--- src/rtl/net_iface_if.sv ---
// rtl/net_iface_if.sv - request, injection, ejection and response signals of net_iface
//
// Signals (slave = net_iface side, master = cache/router/bench side):
//   req_valid, req_dest[3:0], req_data[4:0]  cache request into the injection FIFO
//   req_ready                                 FIFO can accept a request (~full)
//   inj_free                                  router has a free local input slot
//   inj_flit[9:0]                             flit to router local input, bit 9 = valid
//   starve                                    head flit blocked STARVE_LIMIT cycles
//   ej_flit[9:0]                              flit from router local output
//   rsp_valid, rsp_data[4:0]                  delivered payload, one-cycle pulse
//   misroute                                  sticky wrong-destination flag
//   inj_count, ej_count [15:0]                only when NET_IFACE_STATS_EN is defined
interface net_iface_if;
   logic       req_valid;
   logic       req_ready;
   logic [3:0] req_dest;
   logic [4:0] req_data;
   logic       inj_free;
   logic [9:0] inj_flit;
   logic       starve;
   logic [9:0] ej_flit;
   logic       rsp_valid;
   logic [4:0] rsp_data;
   logic       misroute;
`ifdef NET_IFACE_STATS_EN
   logic [15:0] inj_count;
   logic [15:0] ej_count;

   modport slave (
      input  req_valid, req_dest, req_data, inj_free, ej_flit,
      output req_ready, inj_flit, starve, rsp_valid, rsp_data, misroute,
      output inj_count, ej_count
   );
   modport master (
      output req_valid, req_dest, req_data, inj_free, ej_flit,
      input  req_ready, inj_flit, starve, rsp_valid, rsp_data, misroute,
      input  inj_count, ej_count
   );
`else
   modport slave (
      input  req_valid, req_dest, req_data, inj_free, ej_flit,
      output req_ready, inj_flit, starve, rsp_valid, rsp_data, misroute
   );
   modport master (
      output req_valid, req_dest, req_data, inj_free, ej_flit,
      input  req_ready, inj_flit, starve, rsp_valid, rsp_data, misroute
   );
`endif
endinterface

--- src/rtl/net_iface.sv ---
// rtl/net_iface.sv - local injection/ejection interface between cache and bufferless router
//
// Ports:
//   clk   system clock, all logic on the rising edge
//   rst   synchronous active-high reset
//   bus   net_iface_if.slave (request, injection, ejection, response signals)
// Optional feature macro: NET_IFACE_STATS_EN adds bus.inj_count / bus.ej_count.
module net_iface #(
   parameter logic [3:0] NODE_ID      = 4'd0,
   parameter int         DEPTH        = 4,
   parameter int         STARVE_LIMIT = 15
) (
   input logic         clk,
   input logic         rst,
   net_iface_if.slave  bus
);

   localparam int AW = $clog2(DEPTH);
   localparam int CW = $clog2(DEPTH + 1);
   localparam logic [CW-1:0] FULL_CNT = CW'(DEPTH);
   localparam logic [7:0]    SLIMIT   = 8'(STARVE_LIMIT);

   logic [8:0]    mem [DEPTH];
   logic [AW-1:0] wr_ptr;
   logic [AW-1:0] rd_ptr;
   logic [CW-1:0] count;
   logic [7:0]    starve_cnt;
   logic [7:0]    starve_cnt_nxt;

   logic full, empty, push, pop, blocked;
   logic ej_hit, ej_miss;

   assign full    = (count == FULL_CNT);
   assign empty   = (count == '0);
   // No push-through-pop: a full FIFO refuses even if it drains this cycle.
   assign push    = bus.req_valid & ~full;
   assign pop     = ~empty & bus.inj_free;
   assign blocked = ~empty & ~bus.inj_free;

   assign bus.req_ready = ~full;

   // Any cycle that is not blocked either pops or finds the FIFO empty,
   // both of which clear the counter.
   always_comb begin
      starve_cnt_nxt = '0;
      if (blocked)
         starve_cnt_nxt = (starve_cnt == SLIMIT) ? starve_cnt : starve_cnt + 8'd1;
   end

   assign ej_hit  = bus.ej_flit[9] & (bus.ej_flit[8:5] == NODE_ID);
   assign ej_miss = bus.ej_flit[9] & (bus.ej_flit[8:5] != NODE_ID);

   // Storage needs no reset; validity is tracked by count.
   always_ff @(posedge clk) begin
      if (push)
         mem[wr_ptr] <= {bus.req_dest, bus.req_data};
   end

   always_ff @(posedge clk) begin
      if (rst) begin
         wr_ptr       <= '0;
         rd_ptr       <= '0;
         count        <= '0;
         starve_cnt   <= '0;
         bus.starve   <= 1'b0;
         bus.inj_flit <= '0;
      end else begin
         if (push)
            wr_ptr <= wr_ptr + 1'b1;
         if (pop)
            rd_ptr <= rd_ptr + 1'b1;
         case ({push, pop})
            2'b10:   count <= count + 1'b1;
            2'b01:   count <= count - 1'b1;
            default: count <= count;
         endcase
         starve_cnt   <= starve_cnt_nxt;
         // Decode the next value so starve tracks the counter without an extra cycle.
         bus.starve   <= (starve_cnt_nxt == SLIMIT);
         bus.inj_flit <= pop ? {1'b1, mem[rd_ptr]} : 10'b0;
      end
   end

   always_ff @(posedge clk) begin
      if (rst) begin
         bus.rsp_valid <= 1'b0;
         bus.rsp_data  <= '0;
         bus.misroute  <= 1'b0;
      end else begin
         bus.rsp_valid <= ej_hit;
         if (ej_hit)
            bus.rsp_data <= bus.ej_flit[4:0];
         bus.misroute  <= bus.misroute | ej_miss;
      end
   end

`ifdef NET_IFACE_STATS_EN
   always_ff @(posedge clk) begin
      if (rst) begin
         bus.inj_count <= '0;
         bus.ej_count  <= '0;
      end else begin
         if (pop)
            bus.inj_count <= bus.inj_count + 16'd1;
         if (bus.rsp_valid)
            bus.ej_count <= bus.ej_count + 16'd1;
      end
   end
`endif

endmodule

--- src/flat_wrapper.sv ---
// flat-port wrapper written by rule: the top's interface ports become plain ports
module net_iface_flat 
#(
   parameter logic [3:0] NODE_ID      = 4'd0,
   parameter int         DEPTH        = 4,
   parameter int         STARVE_LIMIT = 15
)
  (clk, rst, bus_req_valid, bus_req_dest, bus_req_data, bus_inj_free, bus_ej_flit, bus_req_ready, bus_inj_flit, bus_starve, bus_rsp_valid, bus_rsp_data, bus_misroute);
  net_iface_if bus_i ();
  input logic clk;
  input logic rst;
  input wire logic [$bits(bus_i.req_valid)-1:0] bus_req_valid;
  input wire logic [$bits(bus_i.req_dest)-1:0] bus_req_dest;
  input wire logic [$bits(bus_i.req_data)-1:0] bus_req_data;
  input wire logic [$bits(bus_i.inj_free)-1:0] bus_inj_free;
  input wire logic [$bits(bus_i.ej_flit)-1:0] bus_ej_flit;
  output wire logic [$bits(bus_i.req_ready)-1:0] bus_req_ready;
  output wire logic [$bits(bus_i.inj_flit)-1:0] bus_inj_flit;
  output wire logic [$bits(bus_i.starve)-1:0] bus_starve;
  output wire logic [$bits(bus_i.rsp_valid)-1:0] bus_rsp_valid;
  output wire logic [$bits(bus_i.rsp_data)-1:0] bus_rsp_data;
  output wire logic [$bits(bus_i.misroute)-1:0] bus_misroute;
  assign bus_i.req_valid = bus_req_valid;
  assign bus_i.req_dest = bus_req_dest;
  assign bus_i.req_data = bus_req_data;
  assign bus_i.inj_free = bus_inj_free;
  assign bus_i.ej_flit = bus_ej_flit;
  assign bus_req_ready = bus_i.req_ready;
  assign bus_inj_flit = bus_i.inj_flit;
  assign bus_starve = bus_i.starve;
  assign bus_rsp_valid = bus_i.rsp_valid;
  assign bus_rsp_data = bus_i.rsp_data;
  assign bus_misroute = bus_i.misroute;
  net_iface #(.NODE_ID(NODE_ID), .DEPTH(DEPTH), .STARVE_LIMIT(STARVE_LIMIT)) u_core (.clk(clk), .rst(rst), .bus(bus_i));
endmodule
--- config.mk ---
export PLATFORM = sky130hd
export DESIGN_NAME = net_iface_flat
export DESIGN_NICKNAME = d
export VERILOG_FILES = /design/src/rtl/net_iface_if.sv /design/src/rtl/net_iface.sv /design/src/flat_wrapper.sv
export SDC_FILE = /design/constraint.sdc
export NUM_CORES = 1
export LEC_CHECK = 0
export CORE_AREA = 2 2 74 76
export DETAILED_ROUTE_END_ITERATION = 12
export DIE_AREA = 0 0 76 78
export GPL_TIMING_DRIVEN = 0
export HOLD_SLACK_MARGIN = 0.06
export PLACE_DENSITY_LB_ADDON = 0.1
export SLEW_MARGIN = 20
export SYNTH_ARGS = -nofsm -noshare
export SYNTH_HDL_FRONTEND = slang
export SYNTH_SLANG_ARGS = --single-unit
--- constraint.sdc ---
create_clock -name clk -period 4.1 [get_ports clk]
set_clock_uncertainty 0.1 [all_clocks]
set_input_delay 0.82 -clock clk [delete_from_list [all_inputs] [get_ports clk]]
set_output_delay 0.82 -clock clk [all_outputs]
set_load 0.02 [all_outputs]
==> summary.txt, run 1 <==
Cells and area
  • Area growth, synth to finish: 23.3%
  • Fraction of layout cells with a size suffix above 1: 0.131
  • Layout Nets: 293
  • Area of the multi-input gates: 948 sq um
  • Fill count: 395
  • Register Area: 1780 sq um
  • N_diodes: 0
  • Design area: 3470 sq um

Placement
  • Port Buffers: 40
  • Detailed placement HPWL: about 3.4 mm
  • Global placer's final weighted congestion: roughly 0.84
  • Post-DP Area: between 3000 and 4000 sq um

GRT
  • Total GRT Usage: 0.183
  • First-pass GRT wire length: around 8.1 mm
  • Number of global-route vias before repair: 1690
  • Largest net degree at the start of global routing: 14
  • GRT Residual Overflow: 0
  • Antenna violations before repair: 0

Detailed routing
  • Met2 WL: between 2 and 2.5 mm
  • DR pass1 iterations: 4
  • Drt drc: 0
  • Total detailed-routing wirelength: 4.95 mm
  • M1 WL: 2.23 mm
  • Antenna Nets Post-Route: 0
  • Initial drt markers: ~130
  • Via density: about 5.3
  • Wire per inst: 14.6 um
  • Routed wl met3: 225 um
  • Vias post-DR: 1780
  • Top routing layer in use: met4

Clock tree
  • Setup Buffers After CTS: 0
  • H-tree levels: 3
  • Cts hold-fix bufs: 0
  • Bufs on Longest Clock Path: 2
  • Num CTS Buffers: 9
  • Post-cts resize count: 0
  • CTS tree: done
  • Worst-path clk slew: ~0.070 ns
  • Clock latency on the worst-skew pair: 0.34 ns
  • Clk sinks: 71
  • CTS root buffer: clkbuf_8

Setup path
  • Slowest Stage Delay on Critical Path: 0.52 ns
  • Slowest cell on crit path: clkdlybuf4s50_1
  • Delay-heaviest family, CP: adder cells
  • CP Launch Type: input pin
  • Setup CP Type: in2reg
  • Crit path DAT: 2.84 ns
  • Crit path buf inv count: 2
  • Crit-path cells: clkdlybuf4s50_1, o31a_1, ha_1, inv_1, fa_1, xor2_1, or3_1, a21oi_1
  • Worst setup EP type: flip-flop
  • Crit path max fanout: 4
  • Critical Path RT: 4.27 ns

Synth
  • FFs w/ async S/R, synth: 0
  • Sequential share of the synthesized area: 0.633
  • Most frequent cell after synthesis: edfxtp_1
  • Area fraction of the dominant cell type after synthesis: 0.384
  • Yosys warns: 0
  • Top FF cell, synth: edfxtp_1
  • Post-synth EDFFs: 36
  • Area leader, netlist: edfxtp_1
  • Netlist cell types: 40
  • Mapped Nets: 242
  • #FFs+latches synth: 71
  • Post-synth top cells: edfxtp_1, dfxtp_1, nor2_1, a21oi_1, nand2_1
  • Syn_area_per_cell: between 10 and 15 sq um
  • Gate count of the mapped netlist: 212
  • Area contributors post-synth: edfxtp_1, dfxtp_1, mux4_2
  • Mapped cell area: 2810 sq um

STA
  • Tmin final: 2.66 ns
  • Relative slew slack: 0.645
  • RSZ-0062 raised after global routing: false
  • Period utilization: 0.650
  • # setup viols final: 0
  • Final Hold Fails: 0
  • Least-Margin Pin Slew: ~0.53 ns
  • Setup TNS: 0 ns
  • Fmax achieved: 375 MHz
  • Final max-slew violation count: 0

Floorplanning
  • Rows: 26
  • Die W: between 70 and 80 um
  • Starting Density: 0.558
  • DIE HEIGHT: ~78 um
  • Ports: 42
  • Die ar.: 5930 sq um
  • Core area: ~5000 sq um

Outcome
  • Status: finished clean

Power and ir drop
  • Pwr Density: 503 nW/um^2
  • Static Leak: 1.20 nW
  • Peak VDD IR: 0.268 mV

Flow run
  • Max Cap Viol: 0

Hold path
  • HP Class: reg2reg
## tightest hold or removal path, stage by stage (launching register included)
cell,delay [ns]
dfxtp_1,0.31
nand2_1,0.05
a21oi_1,0.05
## flip-flops by register name, indices dropped and copies added (netlist names), named ones only
name	count
u_core.bus.rsp_valid	1
u_core.rd_ptr	2
u_core.starve_cnt	8
u_core.bus.rsp_data	5
u_core.bus.inj_flit	10
u_core.mem	36
u_core.bus.misroute	1
u_core.wr_ptr	2
u_core.bus.starve	1
u_core.count	3
## layout by cell type, fill, tap and decap left out, drive strengths merged, types with 2 or more instances in the layout
cell / count
mux4: 9
o211ai: 3
xor2: 5
o21ai: 2
clkinv: 4
buf: 5
nor4: 2
or3: 2
nor2: 14
a21oi: 13
ha: 6
edfxtp: 36
clkinvlp: 2
or4: 3
nand3: 10
clkbuf: 14
nand2: 13
nand2b: 2
dfxtp: 35
and3: 6
nand4: 4
inv: 8
nor3: 5
clkdlybuf4s50: 40
and2: 2
nor2b: 9
xnor2: 3
## power breakdown
part | internal [W] | switching, W | total, W
registers | 0.000834 | 0.0000382 | 0.000872
logic | 0.000197 | 0.000200 | 0.000397
clock network | 0.000217 | 0.000259 | 0.000476
## worst paths after layout
path	start	endpoint	slack [ns]	cells after the start
min	u_core.bus.rsp_data[2]$_SDFFE_PP0P_	u_core.bus.rsp_data[2]$_SDFFE_PP0P_	0.36	2
max	bus_inj_free	u_core.count[2]$_SDFFE_PP0P_	1.44	8
min reg2reg	u_core.bus.rsp_data[2]$_SDFFE_PP0P_	u_core.bus.rsp_data[2]$_SDFFE_PP0P_	0.36	2
max reg2reg	u_core.count[0]$_SDFFE_PP0P_	u_core.count[2]$_SDFFE_PP0P_	1.58	9
## kinds of logic (layout without fill, tap and decap cells)
| family | Yosys count | count (layout) | synth area share |
|---|---|---|---|
| buffers and inverters | 17 | 73 | 0.0294 |
| AND/OR/NAND/NOR | 75 | 75 | 0.147 |
| adder cells (fa/ha/maj) | 7 | 7 | 0.0338 |
| XOR/XNOR | 8 | 8 | 0.0249 |
| multiplexers | 9 | 9 | 0.0721 |
| flip-flops | 71 | 71 | 0.633 |
| AO/OA/AOI/OAI | 25 | 25 | 0.0596 |
## metrics by stage
| step | util | worst slack (ns) | hold slack [ns] | power [W] | instances |
|---|---|---|---|---|---|
| final | 0.688 | 1.44 | 0.357 | 0.00175 | 338 |
| after global routing | 0.688 | 1.36 | 0.373 | 0.00184 | 338 |
| after CTS | 0.688 | 1.42 | 0.359 | 0.00176 | 338 |
| after detailed placement | 0.655 | 1.10 | 0.349 | 0.00129 | 322 |
| after global placement | 0.655 | 1.11 | 0.343 | 0.00128 | 322 |
| after floorplan | - | 1.64 | 0.369 | 0.00116 | 212 |
## area by class of cell
class	count	area share
Buffer	9	0.0152
Clock buffer	10	0.0368
Clock inverter	6	0.0112
Inverter	8	0.00866
Multi-Input combinational cell	124	0.274
Sequential cell	71	0.514
Tap cell	70	0.0253
Timing Repair Buffer	40	0.115
## routing by layer
| metal | track usage | vias to the layer above |
|---|---|---|
| li1 | - | 883 |
| met1 | 0.230 | 850 |
| met2 | 0.292 | 39 |
| met3 | 0.0547 | 8 |
| met4 | 0.0873 | 0 |
| met5 | 0 | - |
(Power assumes the default switching activity.)
==> run 2, diff against run 1 <==
Settings changed: CORE_AREA 2 2 74 76 to 2 2 80 82, DIE_AREA 0 0 76 78 to 0 0 82 84.
Clock period 4.1 ns to 2.2 ns, I/O delays scaled along.
==> summary.txt, run 2 (synthesized netlist as in run 1, its figures left out) <==
GRT
  • First-pass GRT wire length: 8.28 mm (+2.4%)
  • Number of global-route vias before repair: 1748 (+3.4%)
  • Antenna violations before repair: 0 (unchanged)
  • Largest net degree at the start of global routing: 13 (-1)
  • Total GRT Usage: 0.162 (-0.0207)
  • GRT Residual Overflow: 0 (unchanged)

Setup path
  • CP Launch Type: flip-flop
  • Setup CP Type: reg2reg
  • Crit path DAT: 2.39 ns (-0.45 ns)
  • Delay-heaviest family, CP: simple AND/OR/NAND/NOR gates
  • Worst setup EP type: flip-flop
  • R2R cell count: 9 (unchanged)
  • R2r setup slk: -0.03 ns (-1.61 ns)
  • R2r endpoint: u_core.count[2]$_SDFFE_PP0P_
  • Crit path max fanout: 5 (+1)
  • Slowest cell on crit path: or3b_4
  • Crit path buf inv count: 2 (unchanged)
  • Crit-path cells: or3b_4, and2_4, inv_4, ha_4, inv_2, fa_2, xor2_1, or3_1, a21oi_2
  • Critical Path RT: 2.36 ns (-1.91 ns)
  • R2r startpoint: u_core.count[1]$_SDFFE_PP0P_
  • Slowest Stage Delay on Critical Path: 0.39 ns (-0.13 ns)

Cells and area
  • Most flops, register: u_core.mem
  • Area growth, synth to finish: 25.4%
  • Fraction of layout cells with a size suffix above 1: 0.170 (+0.0391)
  • N_diodes: 0 (unchanged)
  • Layout Nets: 296 (+1.0%)
  • Regs by FF count: u_core.mem: 36 flops, u_core.bus.inj_flit: 10 flops, u_core.starve_cnt: 8 flops
  • Register Area: 1790 sq um (+0.21%)
  • Fill count: 525 (+33%)
  • Commonest cells after routing, fill and taps aside: clkdlybuf4s50_1, edfxtp_1, dfxtp_1
  • Most common cell after layout, fill and taps aside: clkdlybuf4s50_1
  • Largest register FFs: 36 (unchanged)
  • Area of the multi-input gates: 972 sq um (+2.5%)

Power and ir drop
  • Peak VDD IR: 0.615 mV (+130%)
  • Pwr Density: 946 nW/um^2 (+88%)
  • Static Leak: 1.21 nW (+1.6%)

Outcome
  • Status: finished with violations
  • Failing checks: negative setup slack

STA
  • Final hold slack: 0.364 ns (+0.00649 ns)
  • Final Hold Fails: 0 (unchanged)
  • Final max-slew violation count: 0 (unchanged)
  • Worst setup margin: -0.0302 ns (-1.47 ns)
  • Least-Margin Pin Slew: 0.557 ns (+0.0287 ns)
  • # setup viols final: 1 (+1)
  • Period utilization: 1.01
  • Relative slew slack: 0.629 (-0.0162)
  • RSZ-0062 raised after global routing: true
  • Fmax achieved: 448 MHz
  • Tmin final: ~2.2 ns

Clock tree
  • H-tree levels: 3 (unchanged)
  • Bufs on Longest Clock Path: 2 (unchanged)
  • Clk sinks: 71 (unchanged)
  • CTS tree: done
  • Num CTS Buffers: 9 (unchanged)
  • Clock latency on the worst-skew pair: 0.33 ns (about the same)
  • Worst-path clk slew: 0.07 ns (about the same)
  • CTS root buffer: clkbuf_8

Floorplanning
  • Starting Density: 0.461 (-0.0964)
  • Die ar.: 6890 sq um (+16%)
  • Core area: 6100 sq um (+21%)
  • DIE HEIGHT: 84 um (+7.7%)
  • Ports: 42 (unchanged)
  • Rows: 29 (+12%)
  • Die W: 82 um (+7.9%)

Detailed routing
  • Via density: 5.23 (-0.75%)
  • Drt drc: 0 (unchanged)
  • Total detailed-routing wirelength: 5.17 mm (+4.4%)
  • DR pass1 iterations: 4 (unchanged)
  • Wire per inst: 14.9 um (+1.4%)
  • Antenna Nets Post-Route: 0 (unchanged)
  • Vias post-DR: 1819 (+2.2%)
  • Initial drt markers: 63 (-52%)

Hold path
  • HP Class: reg2reg
  • Hold_sp: u_core.bus.rsp_data[2]$_SDFFE_PP0P_
  • Worst hold stages: 2 (unchanged)
  • Worst Hold End: u_core.bus.rsp_data[2]$_SDFFE_PP0P_

Placement
  • Port Buffers: 40 (unchanged)
  • Global placer's final weighted congestion: 0.879 (+4.3%)
  • Detailed placement HPWL: 3.43 mm (+1.5%)
  • Pre-CTS setup slack: -0.361 ns (-1.46 ns)

Flow run
  • Max Cap Viol: 0 (unchanged)
-- run 2: cell types whose count changed in the layout (fill, tap and decap cells not counted), moves of 2 or more --
cell | before | now
clkinv_1 | 0 | 2
dfxtp_2 | 0 | 3
buf_4 | 0 | 3
inv_1 | 8 | 6
dfxtp_1 | 35 | 32
clkinv_2 | 3 | 1
-- run 2: repair_timing --
item / in CTS / in global routing
pin swaps: 1 / 0
endpoints found under the setup margin: 2 / 1
hold buffers: 0 / 0
hold endpoints to repair: 0 / 0
buffers inserted: 3 / 0
resized for setup: 2 / 1
-- run 2: metrics by stage --
| step | total power [W] | setup TNS [ns] | area, sq um | utilization | cells |
|---|---|---|---|---|---|
| after floorplan | 0.00220 | 0 | 2840 | - | 212 |
| after CTS | 0.00337 | -0.0256 | 3520 | 0.578 | 348 |
| after global placement | 0.00243 | -0.519 | 3330 | 0.547 | 329 |
| final | 0.00334 | -0.0302 | 3530 | 0.579 | 348 |
| after detailed placement | 0.00246 | -0.594 | 3330 | 0.547 | 329 |
| after global routing | 0.00351 | -0.113 | 3530 | 0.579 | 348 |
-- run 2: metal layers --
metal  global-route usage  up-vias  wire length [um]
met5                    0        -                 0
met3               0.0498        6               236
met4               0.0545        0                45
li1                     -      886                 -
met2                0.254       40              2550
met1                0.211      887              2330
-- run 2: cell type report --
cell class / count / area share
Buffer: 9 / 0.0149
Timing Repair Buffer: 43 / 0.120
Sequential cell: 71 / 0.506
Inverter: 8 / 0.00922
Clock buffer: 10 / 0.0362
Clock inverter: 6 / 0.0106
Tap cell: 77 / 0.0273
Multi-Input combinational cell: 124 / 0.276
-- run 2: worst max path at each step --
stage                                             from                            to  slack, ns  cells after the start
final                     u_core.count[1]$_SDFFE_PP0P_  u_core.count[2]$_SDFFE_PP0P_      -0.03                      9
after global routing      u_core.count[1]$_SDFFE_PP0P_  u_core.count[2]$_SDFFE_PP0P_      -0.11                      9
after CTS                 u_core.count[1]$_SDFFE_PP0P_  u_core.count[2]$_SDFFE_PP0P_      -0.03                      9
after detailed placement                  bus_inj_free  u_core.count[2]$_SDFFE_PP0P_      -0.36                      8
after global placement                    bus_inj_free  u_core.count[2]$_SDFFE_PP0P_      -0.32                      8
after floorplan           u_core.count[1]$_SDFFE_PP0P_  u_core.count[2]$_SDFFE_PP0P_      0.003                      9
-- run 2: report_power, final --
part / internal (W) / switching (W)
clock: 0.000404 / 0.000485
sequential: 0.00156 / 0.0000660
combinational: 0.000420 / 0.000403
total: 0.00238 / 0.000954
-- run 2: tightest hold or removal path, stage by stage (launching register included) --
cell and delay, ns:
dfxtp_1 0.32, nand2_1 0.05, a21oi_1 0.05
==> run 3, diff against run 2 <==
Settings changed: MAX_ROUTING_LAYER set to met4.
==> summary.txt, run 3 (synthesized netlist as in run 1, its figures left out) <==
Outcome
  • Status: finished with violations
  • Failing checks: negative setup slack

Floorplanning
  • Starting Density: 0.461 (unchanged)
  • Rows: 29 (unchanged)
  • DIE HEIGHT: 84 um (unchanged)
  • Die W: 82 um (unchanged)
  • Ports: 42 (unchanged)
  • Core area: 6100 sq um (unchanged)
  • Die ar.: 6890 sq um (unchanged)

Clock tree
  • Num CTS Buffers: 9 (unchanged)
  • Bufs on Longest Clock Path: 2 (unchanged)
  • Worst-path clk slew: 0.07 ns (about the same)
  • H-tree levels: 3 (unchanged)
  • Cts hold-fix bufs: 0 (unchanged)
  • CTS tree: done
  • Clk sinks: 71 (unchanged)
  • CTS root buffer: clkbuf_8
  • Clock latency on the worst-skew pair: 0.33 ns (about the same)

Cells and area
  • Most common cell after layout, fill and taps aside: clkdlybuf4s50_1
  • N_diodes: 0 (unchanged)
  • Layout Nets: 296 (unchanged)
  • Regs by FF count: u_core.mem: 36 flops, u_core.bus.inj_flit: 10 flops, u_core.starve_cnt: 8 flops
  • Fraction of layout cells with a size suffix above 1: 0.170 (unchanged)
  • Commonest cells after routing, fill and taps aside: clkdlybuf4s50_1, edfxtp_1, dfxtp_1
  • Largest register FFs: 36 (unchanged)
  • Area growth, synth to finish: 25.4% (unchanged)
  • Most flops, register: u_core.mem

GRT
  • Largest net degree at the start of global routing: 13 (unchanged)
  • Met1 Use GR: 0.215 (+0.00359)
  • Number of global-route vias before repair: 1751 (+0.17%)
  • Antenna violations before repair: 0 (unchanged)
  • Total GRT Usage: 0.167 (+0.00471)
  • First-pass GRT wire length: 8.28 mm (unchanged)
  • GRT Residual Overflow: 0 (unchanged)
  • Routing usage on met3: 0.0455 (-0.00433)
  • Met2 Usage GRT: 0.254 (unchanged)
  • Most Used Layer, Global Route: met2

Setup path
  • Crit path max fanout: 5 (unchanged)
  • CP Launch Type: flip-flop
  • Critical Path RT: 2.36 ns (about the same)
  • Worst setup EP type: flip-flop
  • Setup CP Type: reg2reg
  • Crit path DAT: 2.39 ns (about the same)

STA
  • Least-Margin Pin Slew: 0.557 ns (+0.000000358 ns)
  • Relative slew slack: 0.629 (unchanged)
  • # setup viols final: 1 (unchanged)
  • Worst setup margin: -0.0289 ns (+0.00127 ns)
  • Final hold slack: 0.366 ns (+0.00206 ns)
  • Period utilization: 1.01 (about the same)
  • Setup TNS: -0.0289 ns (+0.00127 ns)
  • Final Hold Fails: 0 (unchanged)
  • Final max-slew violation count: 0 (unchanged)
  • Tmin final: 2.23 ns (-0.00127 ns)
  • Fmax achieved: 449 MHz (about the same)
  • RSZ-0062 raised after global routing: true

Detailed routing
  • Total detailed-routing wirelength: 5.17 mm (about the same)
  • Wire per inst: 14.9 um (about the same)
  • Initial drt markers: 64 (+1.6%)
  • Via density: 5.25 (+0.44%)
  • Antenna Nets Post-Route: 0 (unchanged)
  • DR pass1 iterations: 4 (unchanged)
  • Drt drc: 0 (unchanged)
  • Vias post-DR: 1827 (+0.44%)

Placement
  • Detailed placement HPWL: 3.43 mm (unchanged)
  • Port Buffers: 40 (unchanged)
  • Global placer's final weighted congestion: 0.893 (+1.7%)
  • Pre-CTS setup slack: -0.361 ns (unchanged)

Power and ir drop
  • Pwr Density: 945 nW/um^2 (about the same)
  • Total power: 0.00333 W (about the same)
  • Peak VDD IR: 0.615 mV (about the same)
  • Static Leak: 1.21 nW (unchanged)

Hold path
  • HP Class: reg2reg

Flow run
  • Max Cap Viol: 0 (unchanged)
## run 3: cell counts in the layout (fill, tap and decap cells not counted)
No cell type changed its count.
## run 3: metrics by stage
| stage | std cells | util | instance area (sq um) |
|---|---|---|---|
| 6_report | 348 | 0.579 | 3530 |
| 5_1_grt | 348 | 0.579 | 3530 |
| 4_1_cts | 348 | 0.578 | 3520 |
| 3_5_place_dp | 329 | 0.547 | 3330 |
| 3_3_place_gp | 329 | 0.547 | 3330 |
| 2_1_floorplan | 212 | - | 2840 |
## run 3: timing repair
item	CTS	global route
setup buffers	3	0
pin swaps	1	0
gates resized for setup	2	1
endpoints found under the setup margin	2	1
## run 3: path summary, 6_finish.rpt
check,startpoint,end,slack (ns),depth (start not counted)
max,u_core.count[1]$_SDFFE_PP0P_,u_core.count[2]$_SDFFE_PP0P_,-0.03,9
min,u_core.bus.rsp_data[2]$_SDFFE_PP0P_,u_core.bus.rsp_data[2]$_SDFFE_PP0P_,0.37,2
max reg2reg,u_core.count[1]$_SDFFE_PP0P_,u_core.count[2]$_SDFFE_PP0P_,-0.03,9
min reg2reg,u_core.bus.rsp_data[2]$_SDFFE_PP0P_,u_core.bus.rsp_data[2]$_SDFFE_PP0P_,0.37,2
## run 3: routing by layer
metal | vias up | routed length (um)
met5 | - | 0
li1 | 886 | -
met4 | 0 | 45
met2 | 45 | 2570
met3 | 6 | 209
met1 | 890 | 2350
## run 3: critical path: stages (launching register included)
cell and delay [ns]:
dfxtp_2 0.34, or3b_4 0.39, and2_4 0.17, inv_4 0.06, ha_4 0.14, inv_2 0.04, fa_2 0.33, xor2_1 0.16
or3_1 0.33, a21oi_2 0.12
## run 3: final cells by class
class / instances / area (sq um)
fill: 525 / 2570
sequential: 71 / 1790
multi-input combinational: 124 / 972
timing repair buffer: 43 / 423
clock buffer: 10 / 128
tap: 77 / 96.3
buffer: 9 / 52.6
clock inverter: 6 / 37.5
inverter: 8 / 32.5
## run 3: where the power goes
group / internal (W) / switching (W) / total (W)
clock network: 0.000404 / 0.000484 / 0.000888
logic: 0.000420 / 0.000403 / 0.000822
registers: 0.00156 / 0.0000659 / 0.00162
total: 0.00238 / 0.000953 / 0.00333
